==> src/rtl/zeroriscy_mem_arbiter.sv <==
// Single-port SRAM arbiter between zeroriscy fetch and LSU ports.
// Optional ARB_STATS_EN adds grant/conflict counters.
module zeroriscy_mem_arbiter #(
  parameter int MEM_AW     = 10,
  parameter int RR_EN_P    = 0,
  parameter int STARVE_MAX = 4
) (
  input  logic              clk_i,
  input  logic              rst_i,
  input  logic              instr_req_i,
  input  logic [31:0]       instr_addr_i,
  output logic              instr_gnt_o,
  output logic              instr_rvalid_o,
  output logic [31:0]       instr_rdata_o,
  input  logic              data_req_i,
  input  logic              data_we_i,
  input  logic [3:0]        data_be_i,
  input  logic [31:0]       data_addr_i,
  input  logic [31:0]       data_wdata_i,
  output logic              data_gnt_o,
  output logic              data_rvalid_o,
  output logic [31:0]       data_rdata_o,
  output logic              mem_en_o,
  output logic              mem_we_o,
  output logic [3:0]        mem_be_o,
  output logic [MEM_AW-1:0] mem_addr_o,
  output logic [31:0]       mem_wdata_o,
  input  logic [31:0]       mem_rdata_i
`ifdef ARB_STATS_EN
  ,
  output logic [31:0]       stat_igrant_o,
  output logic [31:0]       stat_dgrant_o,
  output logic [31:0]       stat_conflict_o
`endif
);

  typedef enum logic [1:0] {
    RESP_NONE,
    RESP_I,
    RESP_D
  } resp_e;

  localparam logic [3:0] STARVE_LIM = 4'(STARVE_MAX);
  localparam logic       RR_EN      = (RR_EN_P != 0);

  resp_e      resp_q, resp_d;
  logic [3:0] starve_cnt_q, starve_cnt_d;
  logic       last_data_q, last_data_d;
  logic       both_req, pick_instr, gnt_i, gnt_d;

  logic unused_addr;
  assign unused_addr = ^{instr_addr_i[31:MEM_AW+2], instr_addr_i[1:0],
                         data_addr_i[31:MEM_AW+2], data_addr_i[1:0]};

  always_comb begin
    both_req   = instr_req_i & data_req_i;
    // last_data_q=1 means data won last; RR then favours fetch
    pick_instr = (instr_req_i & ~data_req_i) |
                 (both_req & ((starve_cnt_q == STARVE_LIM) |
                              (RR_EN & last_data_q)));
    gnt_i = pick_instr & ~rst_i;
    gnt_d = data_req_i & ~pick_instr & ~rst_i;

    mem_en_o    = 1'b0;
    mem_we_o    = 1'b0;
    mem_be_o    = 4'h0;
    mem_addr_o  = '0;
    mem_wdata_o = '0;
    if (gnt_i) begin
      mem_en_o   = 1'b1;
      mem_be_o   = 4'hF;
      mem_addr_o = instr_addr_i[MEM_AW+1:2];
    end else if (gnt_d) begin
      mem_en_o    = 1'b1;
      mem_we_o    = data_we_i;
      mem_be_o    = data_be_i;
      mem_addr_o  = data_addr_i[MEM_AW+1:2];
      mem_wdata_o = data_wdata_i;
    end

    starve_cnt_d = starve_cnt_q;
    if (!instr_req_i || gnt_i) begin
      starve_cnt_d = 4'd0;
    end else if (starve_cnt_q != STARVE_LIM) begin
      starve_cnt_d = starve_cnt_q + 4'd1;
    end

    last_data_d = last_data_q;
    if (gnt_i) begin
      last_data_d = 1'b0;
    end else if (gnt_d) begin
      last_data_d = 1'b1;
    end

    resp_d = RESP_NONE;
    if (gnt_i) begin
      resp_d = RESP_I;
    end else if (gnt_d) begin
      resp_d = RESP_D;
    end
  end

  always_ff @(posedge clk_i) begin
    if (rst_i) begin
      resp_q       <= RESP_NONE;
      starve_cnt_q <= 4'd0;
      last_data_q  <= 1'b1;
    end else begin
      resp_q       <= resp_d;
      starve_cnt_q <= starve_cnt_d;
      last_data_q  <= last_data_d;
    end
  end

  assign instr_gnt_o    = gnt_i;
  assign data_gnt_o     = gnt_d;
  assign instr_rvalid_o = (resp_q == RESP_I);
  assign data_rvalid_o  = (resp_q == RESP_D);
  assign instr_rdata_o  = mem_rdata_i;
  assign data_rdata_o   = mem_rdata_i;

`ifdef ARB_STATS_EN
  logic [31:0] igrant_q, igrant_d;
  logic [31:0] dgrant_q, dgrant_d;
  logic [31:0] conflict_q, conflict_d;

  always_comb begin
    igrant_d   = igrant_q + {31'd0, gnt_i};
    dgrant_d   = dgrant_q + {31'd0, gnt_d};
    conflict_d = conflict_q + {31'd0, both_req};
  end

  always_ff @(posedge clk_i) begin
    if (rst_i) begin
      igrant_q   <= '0;
      dgrant_q   <= '0;
      conflict_q <= '0;
    end else begin
      igrant_q   <= igrant_d;
      dgrant_q   <= dgrant_d;
      conflict_q <= conflict_d;
    end
  end

  assign stat_igrant_o   = igrant_q;
  assign stat_dgrant_o   = dgrant_q;
  assign stat_conflict_o = conflict_q;
`endif

endmodule

==> config.mk <==
export PLATFORM = sky130hd
export DESIGN_NAME = zeroriscy_mem_arbiter
export DESIGN_NICKNAME = d
export VERILOG_FILES = /design/src/rtl/zeroriscy_mem_arbiter.sv
export SDC_FILE = /design/constraint.sdc
export NUM_CORES = 1
export LEC_CHECK = 0
export BUFFER_PORTS_ARGS = -buffer_cell sky130_fd_sc_hd__buf_4
export CAP_MARGIN = 20
export CORE_AREA = 2 2 99 101
export CTS_BUF_LIST = sky130_fd_sc_hd__clkbuf_2
export CTS_CLUSTER_DIAMETER = 120
export DETAILED_ROUTE_END_ITERATION = 16
export DIE_AREA = 0 0 101 103
export PLACE_DENSITY = 0.57
export SETUP_SLACK_MARGIN = 0.02
export SKIP_CTS_REPAIR_TIMING = 1
export SLEW_MARGIN = 20
export SYNTH_ARGS = -nofsm -noshare
export SYNTH_HDL_FRONTEND = slang
export SYNTH_SLANG_ARGS = --single-unit
==> constraint.sdc <==
create_clock -name clk_i -period 1.8 [get_ports clk_i]
set_clock_uncertainty 0.2 [all_clocks]
set_input_delay 0.27 -clock clk_i [delete_from_list [all_inputs] [get_ports clk_i]]
set_output_delay 0.27 -clock clk_i [all_outputs]
set_load 0.005 [all_outputs]
# ---- Word-level counts from Yosys, hierarchy flattened
# Index checks and enable logic that the tools add are counted.
dict set report word_totals {
  rom_bits 0
  latchBits 0
  register_bits 6
  out_inout_bits 116
  n_memories 0
  input_bits 137
  ram_bits 0
}
dict set report classes {
  shifts 0
  n_bitwise 10
  add_sub_neg 1
  div 0
  order_cmp 0
  reduce_logical 4
  n_mul 0
  n_eq_ne 4
  n_mux 12
}
# cell count
set ops {}
lappend ops {{2-to-1 mux 32 bit} 2}
lappend ops {{2-to-1 mux 10 bit} 2}
lappend ops {{2-to-1 mux 4 bit} 2}
lappend ops {{AND 1 bit} 6}
lappend ops {{2-to-1 mux 1 bit} 5}
lappend ops {{adder 4 x 1 -> 4 bit, second input constant} 1}
lappend ops {{equality test 4 x 3 -> 1 bit, second input constant} 1}
lappend ops {{!= test 4 x 3 -> 1 bit, second input constant} 1}
lappend ops {{OR reduction 2 bit} 2}
lappend ops {{inverter 1 bit} 3}
lappend ops {{equality test 2 x 1 -> 1 bit, second input constant} 1}
lappend ops {{equality test 2 bit, second input constant} 1}
lappend ops {{2-to-1 mux 2 bit} 1}
lappend ops {{zero test 1 bit} 1}
lappend ops {{logical OR 1 bit} 1}
lappend ops {{bitwise OR 1 bit} 1}

# ---- Logic depth before layout (Yosys ltp)
# Gate-level depths: netlist (run 1).
dict set report logic_depth {
  ltp_word 8
  mapped_depth 6
  mapped_depth_nobuf 5
}

# ---- Worst setup path after synthesis (run 1)
# OpenSTA, ideal clock, no wires.
dict set report synth_timing {
  kind {register to output}
  from {register starve_cnt_q[0]}
  to {output port mem_wdata_o[12]}
  required_time_ns 1.330
  slack_ns 0.035
  path_stages_with_launch 7
  n_path_buf 2
  t_arrival_ns 1.295
  path_cell_list {dfxtp_1 inv_1 ha_1 a41oi_2 buf_4 buf_6 and2_1}
}
dict set report synth_between {
  elab_chain_len 8
  word_cells_on_any_way 9
  classes_between {1 x eq/ne; 2 x mux; 6 x bitwise}
}
# item line_no
set synth_rtl {}
lappend synth_rtl {{start, declared} 47} ;# logic [3:0] starve_cnt_q, starve_cnt_d;
lappend synth_rtl {{start signal, assigned} 110} ;# starve_cnt_q <= starve_cnt_d;
lappend synth_rtl {{equality test 4 x 3 -> 1 bit (*)} 59} ;# (both_req & ((starve_cnt_q == STARVE_LIM) |
lappend synth_rtl {{AND 1 bit (*)} 59}
lappend synth_rtl {{bitwise OR 1 bit (*)} 58} ;# pick_instr = (instr_req_i & ~data_req_i) |
lappend synth_rtl {{inverter 1 bit} 62} ;# gnt_d = data_req_i & ~pick_instr & ~rst_i;
lappend synth_rtl {{AND 1 bit (2 in series)} 62}
lappend synth_rtl {{2-to-1 mux 32 bit} 73} ;# end else if (gnt_d) begin
lappend synth_rtl {{2-to-1 mux 32 bit (*)} 69} ;# if (gnt_i) begin
lappend synth_rtl {{end, declared} 27} ;# output logic [31:0] mem_wdata_o,
# Mark *: on every way between the ends. The rest lies on a longest branch, timed or not.

# ---- Final worst setup path (run 1)
dict set report layout_timing {
  from {register starve_cnt_q[1]}
  to {output port mem_wdata_o[18]}
}
# Same word-level chain as after synthesis.

==> results of run 1 <==
==> per-stage QoR <==
stage,std cells,instance area [µm²],power [µW]
finish,324,1920,567
global route,324,1920,603
CTS,318,1730,522
detailed placement,315,1710,430
global placement,315,1710,428
floorplan,150,1150,337
==> cells in the final DEF, fill, tap and decap left out <==
cell type / instances
buf_12: 3
ha_1: 1
nor3_1: 1
dfxtp_1: 4
ha_4: 1
inv_2: 2
a21o_1: 4
buf_6: 12
a41oi_4: 1
dfxtp_2: 2
nand4b_1: 1
mux2i_1: 1
or2_4: 1
nand2b_1: 2
nand2_1: 1
nand3b_1: 1
a22o_1: 10
inv_1: 2
nor2b_1: 2
and2_1: 24
clkbuf_16: 3
and2_4: 9
a21oi_1: 2
a21oi_4: 1
nand3_1: 1
a41oi_1: 1
clkbuf_2: 3
buf_4: 109
nor2_1: 5
==> logic make-up (layout without fill, tap and decap cells) <==
group | Yosys count | in the layout | synth area share [%]
simple gates | 48 | 48 | 24.9
buf+inv | 74 | 134 | 46.9
flops | 6 | 6 | 10.4
fa+ha+maj | 2 | 2 | 2.18
mux | 1 | 1 | 0.871
compound gates | 19 | 19 | 14.7
==> layer usage <==
metal  global-route usage [%]  vias to the layer above
li1                         -                      539
met1                     5.77                      525
met2                     12.5                       92
met3                     2.92                       23
met4                     2.91                        0
met5                        0                        -
==> state kept, by name (all words and copies together), names as in the netlist <==
name          flops
starve_cnt_q      4
resp_q            2
==> final cells by class <==
class                           instances  area [µm²]
Inverter                                4        15.0
Timing Repair Buffer                  127        1090
Sequential cell                         6         123
Clock buffer                            3        15.0
Fill cell                            1046        7540
Multi-Input combinational cell         70         539
Tap cell                              114         143
==> power by group through the flow <==
stage	logic [µW]	registers [µW]	clock network, µW
floorplan	196	141	0
global placement	288	140	0
detailed placement	290	140	0
CTS	291	138	93.3
global route	361	138	103
finish	336	138	93.5
==> critical path, cell delays in order (launching register included) <==
cell	delay [ns]
dfxtp_2	0.33
inv_2	0.04
ha_4	0.16
a41oi_4	0.21
buf_6	0.18
clkbuf_16	0.16
and2_4	0.15
buf_6	0.09
==> final timing paths <==
path                                  endpoint  slack [ns]  cells past startpoint
hold / removal            resp_q[0]$_SDFF_PP0_        0.07                      2
setup / recovery               mem_wdata_o[18]       -0.21                      7
hold reg to reg   starve_cnt_q[0]$_SDFFE_PP0P_        0.31                      2
setup reg to reg  starve_cnt_q[2]$_SDFFE_PP0P_        0.31                      6
==> summary.md, run 1 <==
| Metric | Value |
|---|---|
| Top-area cell type share of the netlist area | `42.4%` |
| Asr flop ratio synth | `0%` |
| Setup WS pre-CTS | `-0.105 ns` |
| Met3 wire len | `around 610 µm` |
| CP Max Fanout | `7` |
| Count leader, synth | `buf_4` |
| WL met2 | `2300 µm` |
| FP Rows | `36` |
| Number of global-route vias before repair | `between 1,000 and 1,500` |
| Synth area leaders | `buf_4, and2_1, dfxtp_1` |
| Crit share post-route | `112%` |
| Mean area per synthesized cell | `7.67 µm²` |
| Most area-hungry cell type in the Yosys netlist | `buf_4` |
| Routed WL | `4450 µm` |
| Critical Path Start | `starve_cnt_q[1]$_SDFFE_PP0P_` |
| Final Worst Setup Slack | `-0.215 ns` |
| Metal-1 WL | `around 1400 µm` |
| Routed vias/inst | `3.64` |
| RSZ-0062 raised after global routing | `true` |
| # setup viols final | `50` |
| Global-route wire length before repair | `between 5000 and 6000 µm` |
| Clk_lat worst skew | `~0.23 ns` |
| Min Tclk post-route | `just over 2 ns` |
| Layout cell share with drive strength beyond 1 | `a little over two thirds` |
| Total routing usage reported by global routing | `6.47%` |
| Failing checks | `negative setup slack` |
| Cell Area, Synth | `between 1000 and 1500 µm²` |
| CTS max path bufs | `2` |
| # DRC | `0` |
| Setup TNS | `-9.03 ns` |
| WL/cell | `approximately 14 µm` |
| Hold_sp | `data_req_i` |
| Root Buffer | `clkbuf_2` |
| Max-slew headroom | `86.9%` |
| Sequential cell area fraction in the yosys report | `a little over a tenth` |
| Hold Crit Class | `in -> reg` |
| Initial antenna violation count | `0` |
| Uppermost layer routed | `met4` |
| Yosys warns | `0` |
| Antenna cell count | `0` |
| CP Launch Type | `register` |
| TritonCTS Buffers | `3` |
| Endpoint class of the critical path | `output port` |
| Die footprint | `10,400 µm²` |
| H-tree levels | `1` |
| Largest net degree at the start of global routing | `30` |
| Synth Net Count | `a little under 300` |
| I/O Pins | `253` |
| Power Density | `between 200 and 300 nW/µm²` |
| IO buf count | `about 110` |
| Outcome | `complete, but fails checks` |
| Synthesized instance count | `150` |
| Syn-to-layout area delta | `67.2%` |
| Setup CP Type | `reg -> out` |
| Die X | `roughly 100 µm` |
| Achievable clock frequency | `0.496 GHz` |
| CTS Sinks | `6` |
| Drt pass-1 iters | `4` |
| Iteration-0 DRC Markers | `18` |
| Worst path required time | `around 1.3 ns` |
| Die height | `slightly above 100 µm` |
| Gpl congestion | `0.719` |
| Sw Pwr | `156 µW` |
| Layout net count | `351` |
| Post-route antenna net violation count | `0` |
| Internal | `slightly above 400 µW` |
| Post-synth EDFFs | `0` |
| CTS tree | `done` |
| Clock power share | `16.5%` |
| Final Util | `between 20% and 30%` |
| Max VDD drop | `a little over 0.1 mV` |
| Hold_ws | `0.0689 ns` |
| Sw Share | `between 20 and 30%` |
| Flop pwr share | `~24%` |
| Initial Utilization | `approximately an eighth` |
| Critical R2R Launch | `starve_cnt_q[1]$_SDFFE_PP0P_` |
| Clock slew at reported path FFs | `0.05 ns` |
| Routed via count | `~1,200` |
| Leakage | `0.000988 µW` |
| Grt ovf | `0` |
| Core ar. | `between 9000 and 10,000 µm²` |
| Slew Limit Fails | `0` |
| Combinational power share | `59.2%` |
| Max cap viols | `0` |
| #FFs+latches synth | `6` |
| Worst slew pin tran | `around 0.19 ns` |
| Post-synth top flop | `dfxtp_1` |
| Hold Violations, Final | `0` |
| Post-synth top cells | `buf_4, and2_1, a22o_1` |
| Critical path data arrival time | `approximately 1.5 ns` |
| Count of different cell masters after synthesis | `24` |
No activity file was read; power rests on OpenSTA's default activity.
==> run 2: changes to the inputs <==
SETUP_SLACK_MARGIN = 0.05   (was 0.02)
==> summary.md, run 2 (synthesized netlist as in run 1, its figures left out) <==
| Metric | Value |
|---|---|
| Outcome | `complete, but fails checks` |
| Failing checks | `negative setup slack` |
| Hold Violations, Final | `0` |
| # DRC | `0` |
| Final Util | `a little under a fifth` |
| Initial antenna violation count | `0` |
| Leakage | `between 0.0009 and 0.001 µW` |
| Reg area | `roughly 120 µm²` |
| Area used by multi-input combinational logic | `about 540 µm²` |
| Layout cell share with drive strength beyond 1 | `about 68%` |
| Total routing usage reported by global routing | `6.02%` |
| Power Density | `298 nW/µm²` |
| Min Tclk post-route | `just under 2 ns` |
| Fillers | `~1,100` |
| H-tree levels | `1` |
| TritonCTS Buffers | `3` |
| Max VDD drop | `0.116 mV` |
| Critical path data arrival time | `between 1.5 and 2 ns` |
| Global-route wire length before repair | `4760 µm` |
| Met2 usage | `11.5%` |
| Setup CP Type | `reg -> out` |
| Commonest non-fill, non-tap cell in the layout | `buf_4` |
| Cell family with most CP delay | `simple AND/OR/NAND/NOR gates` |
| IO buf count | `112` |
| CP Launch Type | `register` |
| Iteration-0 DRC Markers | `13` |
| CTS Sinks | `6` |
| FP Rows | `36` |
| Grt ovf | `0` |
| Final Worst Setup Slack | `-0.188 ns` |
| Initial Utilization | `between 10% and 20%` |
| Gpl congestion | `0.695` |
| CTS max path bufs | `2` |
| Layout net count | `roughly 340` |
| Critical path's largest stage delay | `~0.33 ns` |
| Achievable clock frequency | `0.503 GHz` |
| Setup TNS | `-7.53 ns` |
| Post-route antenna net violation count | `0` |
| GRT met1 Usage | `between 5 and 6%` |
| Most frequent cells in the layout | `buf_4, and2_1, a22o_1` |
| Largest net degree at the start of global routing | `30` |
| Routed via count | `approximately 1,100` |
| Clock slew at reported path FFs | `around 0.060 ns` |
| Root Buffer | `clkbuf_2` |
| Reg with most FFs | `starve_cnt_q` |
| # setup viols final | `50` |
| CP Max Fanout | `16` |
| Crit-path cells | `inv_2 > ha_4 > nand3b_1 > a21oi_4 > buf_12 > or2_4 > buf_6` |
| Worst slew pin tran | `about 0.26 ns` |
| Max cap viols | `0` |
| RSZ-0062 raised after global routing | `true` |
| Max reg flops | `4` |
| Endpoint class of the critical path | `output port` |
| Slew Limit Fails | `0` |
| Die height | `103 µm` |
| Routed vias/inst | `3.49` |
| HPWL after detailed placement | `around 3100 µm` |
| Syn-to-layout area delta | `55.6%` |
| CTS tree | `done` |
| Drt pass-1 iters | `2` |
| I/O Pins | `253` |
| CP max stage cell | `dfxtp_2` |
| Met3 GRT Util | `just over 2%` |
| Hold_ws | `between 0.06 and 0.07 ns` |
| Max-slew headroom | `82.6%` |
| Core ar. | `~9500 µm²` |
| Die X | `roughly 100 µm` |
| GR peak layer | `met2` |
| Number of global-route vias before repair | `between 900 and 1,000` |
| Worst path required time | `between 1 and 1.5 ns` |
| WL/cell | `11.8 µm` |
| WP buf/inv | `3` |
| Regs by FF count | `starve_cnt_q: 4 flops, resp_q: 2 flops` |
| Die footprint | `approximately 10,000 µm²` |
| Hold Crit Class | `in -> reg` |
| Antenna cell count | `0` |
| Routed WL | `about 3700 µm` |
| Clk_lat worst skew | `0.22 ns` |
| Crit share post-route | `110%` |
run 2: cell types whose count changed in the layout (fill, tap and decap cells not counted):
cell / previous run / this run
and2_1: 24 / 25
clkbuf_16: 3 / 0
buf_6: 12 / 9
buf_4: 109 / 106
and2_4: 9 / 8
run 2: metal layers:
metal | vias up | share of wire, %
li1 | 521 | -
met1 | 467 | 36
met2 | 86 | 48
met3 | 26 | 12
met4 | 0 | 3.5
met5 | - | 0
run 2: layout make-up:
type                            count  share of cell area, %
Sequential cell                     6                   6.85
Multi-Input combinational cell     70                   30.0
Inverter                            4                  0.839
Tap cell                          114                   7.97
Clock buffer                        3                  0.839
Timing Repair Buffer              118                   53.5
run 2: report_power, final:
part | total, µW | internal [µW] | switching [µW]
Clock | 93.4 | 45.1 | 48.3
Combinational | 301 | 207 | 94.4
Sequential | 138 | 136 | 1.61
run 2: worst paths after layout:
path | start | end | slack (ns) | depth (start not counted)
min reg2reg | starve_cnt_q[0]$_SDFFE_PP0P_ | starve_cnt_q[0]$_SDFFE_PP0P_ | 0.32 | 2
max reg2reg | starve_cnt_q[0]$_SDFFE_PP0P_ | starve_cnt_q[2]$_SDFFE_PP0P_ | 0.36 | 5
max | starve_cnt_q[0]$_SDFFE_PP0P_ | mem_en_o | -0.19 | 7
min | data_req_i | resp_q[0]$_SDFF_PP0_ | 0.07 | 2
run 2: through the flow:
step | power (µW) | cell area [µm²] | instances | worst slack (ns)
floorplan | 338 | 1150 | 150 | 0.0541
finish | 533 | 1790 | 315 | -0.188
CTS | 529 | 1720 | 315 | -0.392
global placement | 427 | 1700 | 312 | -0.103
global route | 572 | 1790 | 315 | -0.287
detailed placement | 430 | 1700 | 312 | -0.128
